<file path="config.mk">
export PLATFORM = sky130hd
export DESIGN_NAME = ddr_arbiter
export DESIGN_NICKNAME = d
export VERILOG_FILES = /design/src/rtl/ddr_arbiter.sv
export SDC_FILE = /design/constraint.sdc
export NUM_CORES = 1
export LEC_CHECK = 0
export CORE_ASPECT_RATIO = 2
export CORE_MARGIN = 3
export CORE_UTILIZATION = 45
export CTS_BUF_LIST = sky130_fd_sc_hd__clkbuf_8
export DETAILED_ROUTE_END_ITERATION = 10
export GPL_TIMING_DRIVEN = 0
export PLACE_DENSITY_LB_ADDON = 0.12
export SETUP_SLACK_MARGIN = 0.3
export SYNTH_ARGS = -nofsm -noshare
export SYNTH_HDL_FRONTEND = slang
export SYNTH_SLANG_ARGS = --single-unit
export TNS_END_PERCENT = 30
</file>
<file path="constraint.sdc">
create_clock -name clk133_p -period 2.9 [get_ports clk133_p]
set_input_delay 0.435 -clock clk133_p [delete_from_list [all_inputs] [get_ports clk133_p]]
set_output_delay 0.435 -clock clk133_p [all_outputs]
set_load 0.02 [all_outputs]
</file>
<file path="src/rtl/ddr_arbiter.sv">
// Arbiter for the single DDR command path shared by video reads, draw writes and auto-refresh.
// One op is in flight at a time: grant in IDLE, present in ISSUE, wait for ddrDone in WAIT_DONE.
module ddr_arbiter #(
  parameter int addrWidth       = 24,
  parameter int refreshInterval = 1037,
  parameter int starveLimit     = 8
) (
  input  logic                 clk133_p,
  input  logic                 rst,
  input  logic                 initComplete,
  input  logic                 vidReq,
  input  logic [addrWidth-1:0] vidAddr,
  output logic                 vidAck,
  output logic                 vidValid,
  output logic [31:0]          vidData,
  input  logic                 drawReq,
  input  logic [addrWidth-1:0] drawAddr,
  input  logic [31:0]          drawData,
  output logic                 drawAck,
  output logic                 ddrValid,
  output logic                 ddrWrite,
  output logic                 ddrRefresh,
  output logic [addrWidth-1:0] ddrAddr,
  output logic [31:0]          ddrData,
  input  logic                 ddrReady,
  input  logic                 ddrDone,
  input  logic [31:0]          ddrReadData,
  output logic                 refreshOverrun
);

  localparam int REF_W = (refreshInterval > 1) ? $clog2(refreshInterval) : 1;
  localparam int STV_W = $clog2(starveLimit + 1);
  localparam logic [REF_W-1:0] REF_LAST = REF_W'(refreshInterval - 1);
  localparam logic [STV_W-1:0] STV_MAX  = STV_W'(starveLimit);

  localparam logic [1:0] S_IDLE  = 2'd0;
  localparam logic [1:0] S_ISSUE = 2'd1;
  localparam logic [1:0] S_WAIT  = 2'd2;

  logic [1:0]           r_state;
  logic [REF_W-1:0]     r_refCnt;
  logic                 r_refPend;
  logic                 r_overrun;
  logic [STV_W-1:0]     r_starve;
  logic                 r_opRef;
  logic                 r_opWrite;
  logic                 r_opVid;
  logic [addrWidth-1:0] r_opAddr;
  logic [31:0]          r_opData;
  logic                 r_vidAck;
  logic                 r_drawAck;
  logic                 r_vidValid;
  logic [31:0]          r_vidData;

  logic w_grantRef;
  logic w_grantDraw;
  logic w_grantVid;
  logic w_wrap;
  logic w_accept;
  logic w_done;

  // Decision uses registered refresh/starve state only, so a wrap in the same
  // cycle as a grant leaves the requester the winner.
  always_comb begin
    w_grantRef  = 1'b0;
    w_grantDraw = 1'b0;
    w_grantVid  = 1'b0;
    if (r_state == S_IDLE && initComplete) begin
      if (r_refPend)                          w_grantRef  = 1'b1;
      else if (drawReq && r_starve == STV_MAX) w_grantDraw = 1'b1;
      else if (vidReq)                        w_grantVid  = 1'b1;
      else if (drawReq)                       w_grantDraw = 1'b1;
    end
  end

  assign w_wrap   = initComplete && (r_refCnt == REF_LAST);
  assign w_accept = (r_state == S_ISSUE) && ddrReady;
  assign w_done   = (r_state == S_WAIT) && ddrDone;

  always_ff @(posedge clk133_p) begin
    if (!rst) begin
      r_state    <= S_IDLE;
      r_refCnt   <= '0;
      r_refPend  <= 1'b0;
      r_overrun  <= 1'b0;
      r_starve   <= '0;
      r_opRef    <= 1'b0;
      r_opWrite  <= 1'b0;
      r_opVid    <= 1'b0;
      r_opAddr   <= '0;
      r_opData   <= '0;
      r_vidAck   <= 1'b0;
      r_drawAck  <= 1'b0;
      r_vidValid <= 1'b0;
      r_vidData  <= '0;
    end else begin
      r_vidAck   <= w_grantVid;
      r_drawAck  <= w_grantDraw;
      r_vidValid <= w_done && r_opVid;
      if (w_done && r_opVid) r_vidData <= ddrReadData;

      if (!initComplete || w_wrap) r_refCnt <= '0;
      else                         r_refCnt <= r_refCnt + REF_W'(1);

      // A new interval elapsing outranks the clear of the refresh being accepted.
      if (w_wrap)                    r_refPend <= 1'b1;
      else if (w_accept && r_opRef)  r_refPend <= 1'b0;
      if (w_wrap && r_refPend)       r_overrun <= 1'b1;

      if (!drawReq || w_grantDraw)              r_starve <= '0;
      else if (w_grantVid && r_starve != STV_MAX) r_starve <= r_starve + STV_W'(1);

      case (r_state)
        S_IDLE: begin
          if (w_grantRef || w_grantDraw || w_grantVid) begin
            r_state   <= S_ISSUE;
            r_opRef   <= w_grantRef;
            r_opWrite <= w_grantDraw;
            r_opVid   <= w_grantVid;
            r_opAddr  <= w_grantVid ? vidAddr : (w_grantDraw ? drawAddr : '0);
            r_opData  <= w_grantDraw ? drawData : '0;
          end
        end
        S_ISSUE: if (ddrReady) r_state <= S_WAIT;
        S_WAIT:  if (ddrDone)  r_state <= S_IDLE;
        default: r_state <= S_IDLE;
      endcase
    end
  end

  assign ddrValid       = (r_state == S_ISSUE);
  assign ddrWrite       = r_opWrite;
  assign ddrRefresh     = r_opRef;
  assign ddrAddr        = r_opAddr;
  assign ddrData        = r_opData;
  assign vidAck         = r_vidAck;
  assign drawAck        = r_drawAck;
  assign vidValid       = r_vidValid;
  assign vidData        = r_vidData;
  assign refreshOverrun = r_overrun;

endmodule

</file>
[Word-level counts from Yosys, hierarchy flattened]
Cells that the tools add are included.
Operators by class
  reduce and logical (&&, ||, !) cells: 21
  bitwise logic cells: 1
  equality and inequality tests: 8
  add/sub/neg operators: 2
  mux-type cells: 20
Operator list (number)
  2-to-1 mux 24 bit: 2
  2-to-1 mux 32 bit: 1
  2-to-1 mux 1 bit: 13
  adder 11 x 1 -> 11 bit (second input constant): 1
  equality test 11 bit (second input constant): 1
  logical AND 1 bit: 9
  2-to-1 mux 2 bit: 3
  one-hot mux 2 bit (3 select lines): 1
  adder 4 x 1 -> 4 bit (second input constant): 1
  equality test 4 bit (second input constant): 1
  logical OR 1 bit: 4
  != test 2 x 1 -> 1 bit (second input constant): 2
  != test 4 bit (second input constant): 1
  OR reduction 2 bit: 2
  AND reduction 3 bit: 1
  equality test 2 x 1 -> 1 bit (second input constant): 1
  equality test 2 bit (second input constant): 1
  zero test 1 bit: 2
  zero test 2 bit: 1
  != test 2 bit (second input constant): 1
  AND reduction 2 bit: 1
  nonzero test 2 bit: 1
  inverter 1 bit: 1
Storage, ports and cells
  register bits: 113
  input port bits: 119
  output and inout bits: 95
  word-level logic and storage cells: 66

[Depth between registers and ports, before layout]
Gate-level depths: netlist (run 1).
  word-level depth: 9
  gate-level depth with buffers: 8
  mapped depth without buffers: 6

[Worst setup path before layout (run 1)]
Ideal clock, no wire load.
  path type: register to register
  from: register r_starve[0]
  to: register r_opAddr[10] (netlist: ddrAddr[10])
  stages on the path, launching flop included: 9
  setup time: 0.080 ns
  arrival: 1.703 ns
  period minus slack after synthesis: 1.783 ns
  buffers on the path: 2
  required time: 2.820 ns
  setup slack: 1.117 ns
  path through: dfxtp_1 inv_1 ha_1 nand4b_1 and2_1 clkbuf_1 clkbuf_1 a221oi_1 nor3b_1
On the way
  word-level cells in the longest chain between the ends: 8
  elaborated cells on any way between the ends: 13
  those cells by class: 1 x eq/ne; 8 x mux; 4 x reduce/logical
Ends and longest elaborated chain
  start, declared: RTL line 44  | logic [STV_W-1:0] r_starve;
  start signal, assigned: RTL line 111  | else if (w_grantVid && r_starve != STV_MAX) r_starve <= r_starve + STV_W'(1);
  equality test 4 bit *: RTL line 70  | else if (drawReq && r_starve == STV_MAX) w_grantDraw = 1'b1;
  logical AND 1 bit *: RTL line 70
  2-to-1 mux 1 bit: RTL line 70
  2-to-1 mux 1 bit: RTL line 69  | if (r_refPend) w_grantRef = 1'b1;
  2-to-1 mux 1 bit: RTL line 68  | if (r_state == S_IDLE && initComplete) begin
  logical OR 1 bit (2 in a row): RTL line 115  | if (w_grantRef || w_grantDraw || w_grantVid) begin
  AND reduction 2 bit (no line)
  end signal, assigned: RTL line 120  | r_opAddr <= w_grantVid ? vidAddr : (w_grantDraw ? drawAddr : '0);
  end, declared: RTL line 48  | logic [addrWidth-1:0] r_opAddr;
Mark *: on every way between the ends. The rest lies on a longest branch, timed or not.
A chain may end at the register's enable or synchronous reset.

[Worst setup path after layout (run 1)]
  from: register r_starve[0]
  to: register r_opAddr[5] (netlist: ddrAddr[5])
Same word-level chain as after synthesis.

==> impl_metrics.json, run 1 <==
{
  "post_cts_buffers": 0,
  "areaGrowthSynthToFinish_pct": 59.3,
  "worstSetupPathDepth": 8,
  "syn-mean-instance-area_um2": 9.31,
  "rsz0062_at_grt": "false",
  "cts_tree": "yes",
  "yosysUniqueCellTypes": 38,
  "num_vias": 4522,
  "tightest_slew_ns": 0.830,
  "met2_usage_pct": 46.5,
  "gr-usage-met3_pct": 8.24,
  "crit_type": "flop to flop",
  "worst_path_most_repeated_cell": "clkbuf_1",
  "dp.cells": 832,
  "overflow": 0,
  "seq_area_frac_synth_pct": 49.8,
  "yosysWarnings": 0,
  "synth-seq-cells": 113,
  "fin_tns_setup_ns": 0,
  "p_leak_uw": 0.00250,
  "path_clk_slew_ns": 0.06,
  "synthCells": 488,
  "grt_start_max_net_pins": 17,
  "place.gp.congestion": 0.799,
  "row_count": 51,
  "netlist.top_cell.by_area": "dfxtp_1",
  "viasPerCell": 5.23,
  "num_io_pins": 214,
  "core_area_um2": 9830,
  "post_drt_wl_per_cell_um": 16.1,
  "port_buffers": 212,
  "synthTopCellsByArea": "dfxtp_1, nand2_1, a21boi_0, a22oi_1, nor2b_1",
  "final_common_cell": "clkdlybuf4s50_1",
  "crit_family": "buffers and inverters",
  "cp-startpoint": "r_starve[0]$_SDFFE_PP0P_",
  "cp.arrival_ns": 2.69,
  "grt_pass1_vias": 4713,
  "worst_r2r_startpoint": "r_starve[0]$_SDFFE_PP0P_",
  "drc": 0,
  "drt_iter0_markers": 172,
  "holdPathEnd": "refreshOverrun$_SDFFE_PN0P_",
  "drv_cap": 0,
  "layout_common_cells": "clkdlybuf4s50_1, dfxtp_1, nand2_1, nor2b_1, a21boi_0",
  "fin_skew_ns": 0.00968,
  "root_buffer": "clkbuf_8",
  "grt.total_usage_pct": 24.6,
  "die_y_um": 148,
  "first_pass_iters": 4,
  "start_util_pct": 46.3,
  "netlist.area_leader.share_pct": 49.8,
  "reg2reg_setup_slack_ns": 0.55,
  "die_w_um": 77.1,
  "holdCritPathClass": "input port to flop",
  "syn_nets": 611,
  "cts.sinks": 113,
  "cts_made_buffers": 17,
  "start_kind": "flop",
  "endpoint_kind": "flop",
  "status": "finished clean",
  "crit_buf_inv": 3,
  "cp_slowest_cell": "clkbuf_1",
  "finalCriticalPeriod_ns": 2.35,
  "worstHoldStart": "rst",
  "grt_antenna_before_repair": 0,
  "diodes": 0,
  "ant_nets": 0,
  "fin_crit_sh_pct": 81.1,
  "fin_cells": 864,
  "finalWirelength_mm": 13.9,
  "setup_viol": 0,
  "critPathMaxFanout": 10,
  "crit_path_max_incr_delay_ns": 0.47,
  "fmax_mhz": 425,
  "netlist_area_um2": 4550,
  "cts_max_level": 4,
  "path_cells": "inv_1, ha_1, nand4b_1, and2_1, clkbuf_1, clkbuf_1, a221oi_1, nor3b_1",
  "die_area_um2": 11400,
  "place_hpwl_mm": 10.9,
  "grt_pass1_wl_mm": 22.4,
  "cts_hold_buf": 0,
  "clkLatencyLatePin_ns": 0.42,
  "slew_headroom_pct": 43.9,
  "top_usage_layer": "met2",
  "grt_util_met1_pct": 22.9,
  "finalMaxSlewViolations": 0,
  "p_per_area_nw_per_um2": 509,
  "peakVddDrop_uv": 350,
  "drive_gt1_share_pct": 6.56,
  "fin_nets": 842,
  "rr_endpoint": "ddrAddr[5]$_SDFFE_PN0P_",
  "clock_path_buffers": 2,
  "hold_depth": 3,
  "ff2ff_path_depth": 8,
  "finalHoldViolCount": 0,
  "post_cts_resized": 0,
  "crit_required_ns": 3.23
}
## logic make-up after synthesis
family                   Yosys count  share of synthesized area, %
AO/OA/AOI/OAI                    129                          20.5
XOR/XNOR                           9                          1.73
adder cells (fa/ha/maj)            4                          1.10
buffers and inverters             48                          5.17
flip-flops                       113                          49.8
AND/OR/NAND/NOR                  185                          21.7
## cell usage after synthesis, drive strengths merged
cell	number
nand2	74
nand2b	2
nand4b	1
and3b	1
inv	8
nand4	6
a31oi	2
nor4	2
nor2b	35
and4	2
nor3b	25
nor3	2
a22oi	33
a221oi	24
o31ai	1
nor2	18
xor2	7
and3	2
or4	1
a21boi	33
o21ai	4
dfxtp	113
xnor2	2
nor4b	1
or4b	1
clkbuf	26
a21oi	32
ha	4
buf	14
nand3b	1
and2	5
nand3	6
## routing by layer
layer | up-vias | wire length (um) | part of all wire, %
met4 | 0 | 607 | 4.4
met2 | 183 | 7720 | 55
met5 | - | 0 | 0
met3 | 42 | 961 | 6.9
li1 | 2180 | - | -
met1 | 2117 | 4650 | 33
## power by group
part           internal (uW)  switching, uW  total, uW
clock                    880            611       1490
combinational            312            251        562
sequential              1600           28.0       1630
total                   2790            890       3680
## state kept, by name (all words and copies together) (netlist names)
register,flops
vidAck,1
ddrAddr,24
vidValid,1
r_refPend,1
vidData,32
r_starve,4
ddrRefresh,1
r_state,2
refreshOverrun,1
ddrData,32
ddrWrite,1
drawAck,1
r_opVid,1
r_refCnt,11
## metrics by stage
stage / power (uW) / cell area, um^2 / utilization [%] / worst slack [ns] / hold WS [ns]
after floorplan: 1910 / 4550 / - / 1.12 / 0.453
after global placement: 2210 / 6830 / 69.5 / 0.365 / 0.445
after detailed placement: 2230 / 6830 / 69.5 / 0.329 / 0.456
after CTS: 3720 / 7240 / 73.7 / 0.567 / 0.432
after global routing: 3820 / 7240 / 73.7 / 0.426 / 0.446
final: 3680 / 7240 / 73.7 / 0.547 / 0.440
## worst min-delay path: cells and delay by family
kind                   cells  cell delay [ns]
and+or+nand+nor            1             0.12
AOI/OAI and AO/OA          1             0.06
buffers and inverters      1             0.19
## area by class of cell
class,instances,area (um^2)
multi-input cells,327,2050
well taps,132,165
clock inverters,13,145
clock buffers,19,262
flip-flops and latches,113,2260
fillers,778,2590
inverters,8,30.0
repair buffers,212,2120
plain buffers,40,205
## worst max path at each step
stage,end
4_1_cts,ddrAddr[17]$_SDFFE_PN0P_
3_3_place_gp,r_state[0]$_SDFFE_PN0P_
2_1_floorplan,ddrAddr[10]$_SDFFE_PN0P_
3_5_place_dp,r_state[0]$_SDFFE_PN0P_
5_1_grt,ddrAddr[17]$_SDFFE_PN0P_
6_report,ddrAddr[5]$_SDFFE_PN0P_
Note: power is estimated with default switching activity, not from simulation.
==> inputs of run 2 (changes only) <==
--- a/config.mk
+++ b/config.mk
@@ -7,7 +7,7 @@
 export LEC_CHECK = 0
 export CORE_ASPECT_RATIO = 2
 export CORE_MARGIN = 3
-export CORE_UTILIZATION = 45
+export CORE_UTILIZATION = 42
 export CTS_BUF_LIST = sky130_fd_sc_hd__clkbuf_8
 export DETAILED_ROUTE_END_ITERATION = 10
 export GPL_TIMING_DRIVEN = 0
==> constraint.sdc (replaced) <==
create_clock -name clk133_p -period 2.44 [get_ports clk133_p]
set_input_delay 0.366 -clock clk133_p [delete_from_list [all_inputs] [get_ports clk133_p]]
set_output_delay 0.366 -clock clk133_p [all_outputs]
set_load 0.02 [all_outputs]
==> run 2 against run 1 <==
- worst setup slack lost 0.12 ns
- critical path depth fell by 5
- clock power increased by 11%
==> impl_metrics.json, run 2 (synthesized netlist as in run 1, its figures left out) <==
{
  "internal_power_uw": 3230,
  "reg2reg_setup_slack_ns": 0.45,
  "die_area_um2": 12200,
  "layout_common_cells": "clkdlybuf4s50_1, dfxtp_1, nand2_1, nor2b_1, a21boi_0",
  "row_count": 53,
  "post_drt_wl_per_cell_um": 15.7,
  "p_leak_uw": 0.00250,
  "tightest_slew_ns": 0.829,
  "drv_cap": 0,
  "status": "finished clean",
  "cts_max_level": 4,
  "cp-startpoint": "r_state[0]$_SDFFE_PN0P_",
  "first_pass_iters": 4,
  "root_buffer": "clkbuf_8",
  "place_ws_ns": -0.0538,
  "cts_tree": "yes",
  "finalCriticalPeriod_ns": 2.01,
  "switchingPower_uw": 1020,
  "crit_required_ns": 2.07,
  "setup_slack_ns": 0.430,
  "fin_cells": 866,
  "crit_end": "ddrValid",
  "diodes": 0,
  "worstHoldStart": "rst",
  "finalWirelength_mm": 13.6,
  "grt_pass1_wl_mm": 21.8,
  "grt_start_max_net_pins": 17,
  "core_area_um2": 10500,
  "holdCritPathClass": "input port to flop",
  "finish.utilization_pct": 68.5,
  "place.gp.congestion": 0.815,
  "cts_made_buffers": 17,
  "ff2ff_path_depth": 8,
  "slew_headroom_pct": 44.0,
  "clkPwrFrac_pct": 38.7,
  "overflow": 0,
  "clkLatencyLatePin_ns": 0.42,
  "p_comb_share_pct": 15.7,
  "fin_nets": 842,
  "cts_hold_buf": 0,
  "rr_endpoint": "ddrAddr[14]$_SDFFE_PN0P_",
  "grt_pass1_vias": 4545,
  "cts.sinks": 113,
  "path_clk_slew_ns": 0.06,
  "crit_type": "flop to output pin",
  "drc": 0,
  "num_vias": 4378,
  "endpoint_kind": "output pin",
  "dp.cells": 837,
  "clock_path_buffers": 2,
  "seqPwrFrac_pct": 45.6,
  "final_common_cell": "clkdlybuf4s50_1",
  "ant_nets": 0,
  "setup_viol": 0,
  "cp.arrival_ns": 1.64,
  "finalHoldViolCount": 0,
  "critPathMaxFanout": 6,
  "total_power_uw": 4250,
  "placed_area_um2": 6840,
  "rsz0062_at_grt": "true",
  "post_cts_buffers": 0,
  "num_io_pins": 214,
  "start_kind": "flop",
  "switching_share_pct": 24.0,
  "fin_area_um2": 7220,
  "finalMaxSlewViolations": 0,
  "fin_skew_ns": 0.00971,
  "start_util_pct": 43.1,
  "fin_crit_sh_pct": 82.4,
  "die_y_um": 153,
  "grt.total_usage_pct": 22.8,
  "place_hpwl_mm": 10.7,
  "drive_gt1_share_pct": 7.13,
  "fillCellCount": 868,
  "grt_antenna_before_repair": 0,
  "drt_iter0_markers": 151,
  "p_per_area_nw_per_um2": 589,
  "areaGrowthSynthToFinish_pct": 58.8,
  "worst_r2r_startpoint": "r_starve[0]$_SDFFE_PP0P_",
  "fmax_mhz": 497,
  "viasPerCell": 5.06,
  "port_buffers": 212,
  "peakVddDrop_uv": 414,
  "die_w_um": 79.6
}
-- run 2: cell types whose count changed in the layout (fill, tap and decap cells not counted), sizes merged --
cell and delta:
clkinvlp -2, inv -1, clkbuf +1, bufinv -1
-- run 2: timing repair --
action,CTS,global route
setup endpoints to repair,19,25
gates resized for setup,1,9
endpoints found under the hold margin,0,0
-- run 2: cell type report --
| cell class | count | area, um^2 | share of cell area [%] |
|---|---|---|---|
| repair buffers | 212 | 2120 | 29.4 |
| inverters | 8 | 30.0 | 0.416 |
| plain buffers | 40 | 211 | 2.93 |
| well taps | 137 | 171 | 2.37 |
| flip-flops and latches | 113 | 2260 | 31.3 |
| clock inverters | 9 | 92.6 | 1.28 |
| clock buffers | 20 | 275 | 3.81 |
| multi-input cells | 327 | 2050 | 28.5 |
-- run 2: metrics by stage --
step / hold WS [ns] / setup TNS (ns)
global placement: 0.443 / -0.0316
finish: 0.371 / 0
global route: 0.404 / 0
floorplan: 0.453 / 0
detailed placement: 0.459 / -0.133
CTS: 0.368 / 0
-- run 2: per-layer routing --
metal | part of all wire [%] | vias up | GRT usage (%)
met2 | 56 | 153 | 43.0
met4 | 2.3 | 0 | 8.44
met1 | 35 | 2033 | 21.9
li1 | - | 2171 | -
met5 | 0 | - | 0
met3 | 7.0 | 21 | 7.61
-- run 2: power groups by stage --
stage | clock [uW] | sequential (uW) | combinational (uW)
3_5_place_dp | 0 | 1980 | 668
5_1_grt | 1770 | 1940 | 721
4_1_cts | 1690 | 1940 | 670
2_1_floorplan | 0 | 2040 | 234
6_report | 1650 | 1940 | 667
3_3_place_gp | 0 | 1970 | 656
-- run 2: critical path: stages, from the launching register on --
cell	delay [ns]
dfxtp_1	0.41
inv_1	0.10
nor2_1	0.10
clkdlybuf4s50_1	0.62
-- run 2: worst min path at each step --
stage | endpoint | slack, ns | cells past startpoint
2_1_floorplan | r_refCnt[0]$_SDFF_PP0_ | 0.45 | 1
3_3_place_gp | refreshOverrun$_SDFFE_PN0P_ | 0.44 | 2
3_5_place_dp | vidData[21]$_SDFFE_PN0P_ | 0.46 | 2
4_1_cts | ddrAddr[5]$_SDFFE_PN0P_ | 0.37 | 2
5_1_grt | ddrAddr[5]$_SDFFE_PN0P_ | 0.40 | 2
6_report | ddrAddr[0]$_SDFFE_PN0P_ | 0.37 | 2
==> inputs of run 3 (changes only) <==
==> constraint.sdc (replaced) <==
create_clock -name clk133_p -period 2.05 [get_ports clk133_p]
set_input_delay 0.3075 -clock clk133_p [delete_from_list [all_inputs] [get_ports clk133_p]]
set_output_delay 0.3075 -clock clk133_p [all_outputs]
set_load 0.02 [all_outputs]
==> run 3 against run 2 <==
- non-clock buffer count rose by 15
- flip-flop and latch count did not move
- total power rose by 35%
- first-iteration DRC count fell by 19%
- worst setup slack got worse by 0.17 ns
- count of clock-buffer cells in the layout fell by 1
- combinational power rose by 40%
- sequential share of layout area fell by 2.4 points
- register-to-register slack got worse by 0.19 ns
==> impl_metrics.json, run 3 (synthesized netlist as in run 1, its figures left out) <==
{
  "cp.arrival_ns": 2.16,
  "cts.sinks": 113,
  "fin_nets": 857,
  "viasPerCell": 5.23,
  "finalWirelength_mm": 15.0,
  "finalMaxSlewViolations": 0,
  "die_y_um": 153,
  "drc": 0,
  "start_util_pct": 43.1,
  "clkPwrFrac_pct": 43.6,
  "first_pass_iters": 4,
  "switchingPower_uw": 1350,
  "rsz0062_at_grt": "true",
  "fin_crit_sh_pct": 87.3,
  "fin_cells": 884,
  "finish.utilization_pct": 74.3,
  "num_io_pins": 214,
  "finalHoldViolCount": 0,
  "ant_nets": 0,
  "crit_type": "flop to flop",
  "holdCritPathClass": "input port to flop",
  "final_common_cell": "clkdlybuf4s50_1",
  "cp_slowest_cell": "or4b_4",
  "hold_ws_ns": 0.278,
  "p_per_area_nw_per_um2": 733,
  "grt.total_usage_pct": 23.8,
  "clock_path_buffers": 2,
  "path_cells": "buf_6, or4b_4, buf_8, buf_4, nor4_1, a31oi_1, a21oi_1",
  "grt_antenna_before_repair": 0,
  "root_buffer": "clkbuf_8",
  "fmax_mhz": 559,
  "grt_pass1_vias": 4722,
  "internal_power_uw": 4400,
  "peakVddDrop_uv": 697,
  "crit_required_ns": 2.42,
  "seqPwrFrac_pct": 40.2,
  "drt_iter0_markers": 122,
  "switching_share_pct": 23.5,
  "critPathMaxFanout": 5,
  "start_kind": "flop",
  "diodes": 0,
  "areaGrowthSynthToFinish_pct": 72.4,
  "path_clk_slew_ns": 0.07,
  "layout_common_cells": "clkdlybuf4s50_1, dfxtp_1, nand2_1, nor2b_1, a21boi_0",
  "p_comb_share_pct": 16.2,
  "grt_start_max_net_pins": 17,
  "setup_slack_ns": 0.260,
  "tightest_slew_ns": 0.867,
  "drive_gt1_share_pct": 16.1,
  "num_vias": 4622,
  "clkLatencyLatePin_ns": 0.43,
  "cts_max_level": 4,
  "grt_pass1_wl_mm": 22.5,
  "fin_skew_ns": 0.00892,
  "die_w_um": 79.6,
  "setup_viol": 0,
  "place_ws_ns": -0.439,
  "crit_path_max_incr_delay_ns": 0.52,
  "drv_cap": 0,
  "slew_headroom_pct": 41.4,
  "overflow": 0,
  "row_count": 53,
  "finalCriticalPeriod_ns": 1.79,
  "post_drt_wl_per_cell_um": 17.0,
  "die_area_um2": 12200,
  "p_leak_uw": 0.00275,
  "dp.cells": 837,
  "core_area_um2": 10500,
  "port_buffers": 212,
  "fin_tns_setup_ns": 0,
  "cts_made_buffers": 17,
  "place_hpwl_mm": 10.9,
  "status": "finished clean",
  "place.gp.congestion": 0.822,
  "cts_hold_buf": 0,
  "cts_tree": "yes",
  "endpoint_kind": "flop"
}
run 3: cell types whose count changed in the layout (fill, tap and decap cells not counted), sizes merged:
cell	change
buf	+17
dlygate4sd2	+1
clkdlybuf4s50	-1
bufinv	+4
clkinv	-3
clkinvlp	+2
clkbuf	-3
inv	+1
run 3: metal layers:
metal / part of all wire (%) / track usage, % / wire [um]
met1: 32 / 21.5 / 4860
met2: 58 / 44.2 / 8680
met3: 6.5 / 7.96 / 982
met4: 3.4 / 13.2 / 509
met5: 0 / 0 / 0
run 3: power by group through the flow:
stage	clock (uW)	combinational (uW)	sequential, uW
floorplan	0	279	2430
detailed placement	0	800	2350
global route	2650	993	2310
global placement	0	783	2350
CTS	2540	837	2300
finish	2510	932	2310
run 3: area by class of cell:
type	instances	area, um^2
plain buffers	40	299
clock buffers	19	262
clock inverters	13	216
fillers	768	2710
inverters	8	30.0
multi-input cells	327	2330
flip-flops and latches	113	2270
well taps	137	171
repair buffers	227	2270
run 3: final timing paths:
check | start | end | slack [ns] | depth (start not counted)
worst max-delay path | r_state[1]$_SDFFE_PN0P_ | r_starve[3]$_SDFFE_PP0P_ | 0.26 | 7
worst min register to register | vidData[6]$_SDFFE_PN0P_ | vidData[6]$_SDFFE_PN0P_ | 0.46 | 2
worst min-delay path | rst | refreshOverrun$_SDFFE_PN0P_ | 0.28 | 3
worst max register to register | r_state[1]$_SDFFE_PN0P_ | r_starve[3]$_SDFFE_PP0P_ | 0.26 | 7
run 3: metrics by stage:
step | power, uW | area, um^2
after floorplan | 2710 | 4550
after global placement | 3130 | 6840
after detailed placement | 3150 | 6840
after CTS | 5680 | 7470
after global routing | 5950 | 7840
final | 5750 | 7840
run 3: timing repair:
item / in CTS / in global routing
pin swaps: 2 / 20
gates cloned: 0 / 5
setup buffers: 1 / 9
gates resized for setup: 33 / 66
setup endpoints to repair: 68 / 134
run 3: worst max-delay path, delay by kind of cell, from the launching register on:
family	cells	cell delay, ns
simple gates	2	0.79
compound gates	2	0.21
buf+inv	3	0.40
flops	1	0.32
==> patch, RTL diff (flow settings as in run 1) <==
Make the reset (`rst`) asynchronous in one clocked block.
--- a/src/rtl/ddr_arbiter.sv
+++ b/src/rtl/ddr_arbiter.sv
@@ -77,7 +77,7 @@
   assign w_accept = (r_state == S_ISSUE) && ddrReady;
   assign w_done   = (r_state == S_WAIT) && ddrDone;
 
-  always_ff @(posedge clk133_p) begin
+  always_ff @(posedge clk133_p or negedge rst) begin
     if (!rst) begin
       r_state    <= S_IDLE;
       r_refCnt   <= '0;
Formal check against the unedited RTL: differs if rst is asserted again (counterexample within 4 cycles, from zero or initial values and one cycle with rst low); with rst held inactive, the same outputs for 10 cycles.
==> patch against run 1 <==
- sequential cell count unchanged
- core utilization decreased by 0.076 points
- highest routed layer unchanged
- worst setup slack improved by 140 ps
- synthesized cell count decreased by 26%
- routed wire length increased by 1.9%
- register-to-register slack improved by 250 ps
- cell area decreased by 0.10%
- critical path type is now reg2out
- synthesized area increased by 1.2%
- count of clock-buffer cells in the layout increased by 1
- worst hold slack got worse by 400 ps
Power is not compared: it rests on default switching activity, and its combinational part moved more than twofold at a synthesized area within 25%.
==> patch: results (changes against run 1) <==
status:
  outcome: "finished, final reports clean"
layout:
  nets: 718  # -15%
  n_antenna_cell: 0  # unchanged
  final_cell_area_um2: 7230  # -0.10%
  drive_above_1_share_pct: 12.1  # +5.5 points
  n_fill_cell: 726  # -6.7%
synthesis:
  synthXorXnorAreaFrac_pct: 0.571  # -1.2 points
  synthTopCellsByCount: "113 x dfrtp_1, 35 x a22o_1, 32 x mux2_2, 31 x nand2_1"
  yosysUniqueCellTypes: 36  # -5.3%
  synthAdderAreaFrac_pct: 1.09  # -0.013 points
  muxShareOfSynthArea_pct: 7.83  # +7.8 points
  postSynthCellCount: 363  # -26%
  async_flop_share_pct: 100  # +100 points
  syn_nets: 486  # -20%
  yosysSeqAreaShare_pct: 61.5  # +12 points
  synth_area_leaders: "dfrtp_1 61%, mux2_2 7.8%, a22o_1 6.7%"
  synth_compound_area_share_pct: 15.2  # -5.3 points
  ys.flop_type: "dfrtp_1"
critical_path:
  reg2reg_to: "ddrAddr[11]$_DFFE_PN0P_"
  reg2reg_from: "r_starve[0]$_DFFE_PN0P_"
  startpoint: "r_state[0]$_DFFE_PN0P_"
  critical-path-max-stage-delay_ps: 680  # +210 ps
  crit_slowest_cell: "clkdlybuf4s50_1"
  rrSetupSlack_ps: 800  # +250 ps
  critical_path_arrival_ps: 1770  # -920 ps
  cp_max_fo: 5  # -5
  critPathCapture: "ddrValid"
timing:
  fin_crit_sh_pct: 76.2  # -5.0 points
  whs_ps: 36.8  # -403 ps
  tightest_slew_ps: 832  # +1.52 ps
  fin_skew_ps: 6.55  # -3.12 ps
detailed_routing:
  num_vias: 3976  # -12%
  post_drt_wl_per_cell_um: 19.3  # +19%
  drt_iter0_drc: 170  # -1.2%
  avgViaCountPerCell: 5.39  # +3.1%
global_routing:
  grtUsageTotal_pct: 25.0  # +0.41 points
  first_global_vias: 4380  # -7.1%
  grt_max_degree: 64  # +47
  grt_first_pass_wirelength_um: 22500  # +0.31%
placed_design:
  placed_area_um2: 6910  # +1.2%
  dpl.hpwl_um: 10800  # -1.0%
  finalWeightedCongestion: 0.803  # +0.43%
  dp.cells: 708  # -15%
  pre_cts_ws_ps: 337  # +7.36 ps
worst_hold_path:
  hp-class: "in2async"
clock_network:
  clk_pin_slew_ps: 60  # about the same
  post-cts-setup-buffer-count: 0  # unchanged
  root_buffer: "clkbuf_8"
pwr:
  ir_drop_uv: 583
## patch: cell count changes after synthesis, moves of 24 or more
cell	run 1	this run
dfrtp_1	0	113
dfxtp_1	113	0
a221oi_1	24	0
nor2b_1	35	4
a221o_1	0	24
a22oi_1	30	0
nand2_1	74	31
a21boi_0	33	0
a22o_1	0	35
mux2_2	0	32
## patch: layout make-up
type                    instances  area share, %
plain buffers                  26           1.71
well taps                     132           2.28
repair buffers                213           29.7
flip-flops and latches        113           39.1
inverters                      10          0.519
clock buffers                  20           3.81
multi-input cells             214           22.3
clock inverters                 9          0.623
## patch: routing by layer
metal	routed length (µm)	vias up	track usage, %
met5	0	-	0
met4	335	0	9.36
met3	1020	24	8.77
met2	7800	176	45.2
met1	5030	1968	26.3
li1	-	1808	-
## patch: power breakdown
part	switching (mW)	total (mW)	leakage, nW	internal, mW
clock network	0.608	1.24	0.178	0.627
registers	0.322	2.46	1.46	2.14
logic	1.40	2.93	1.51	1.53
total	2.33	6.63	3.15	4.30
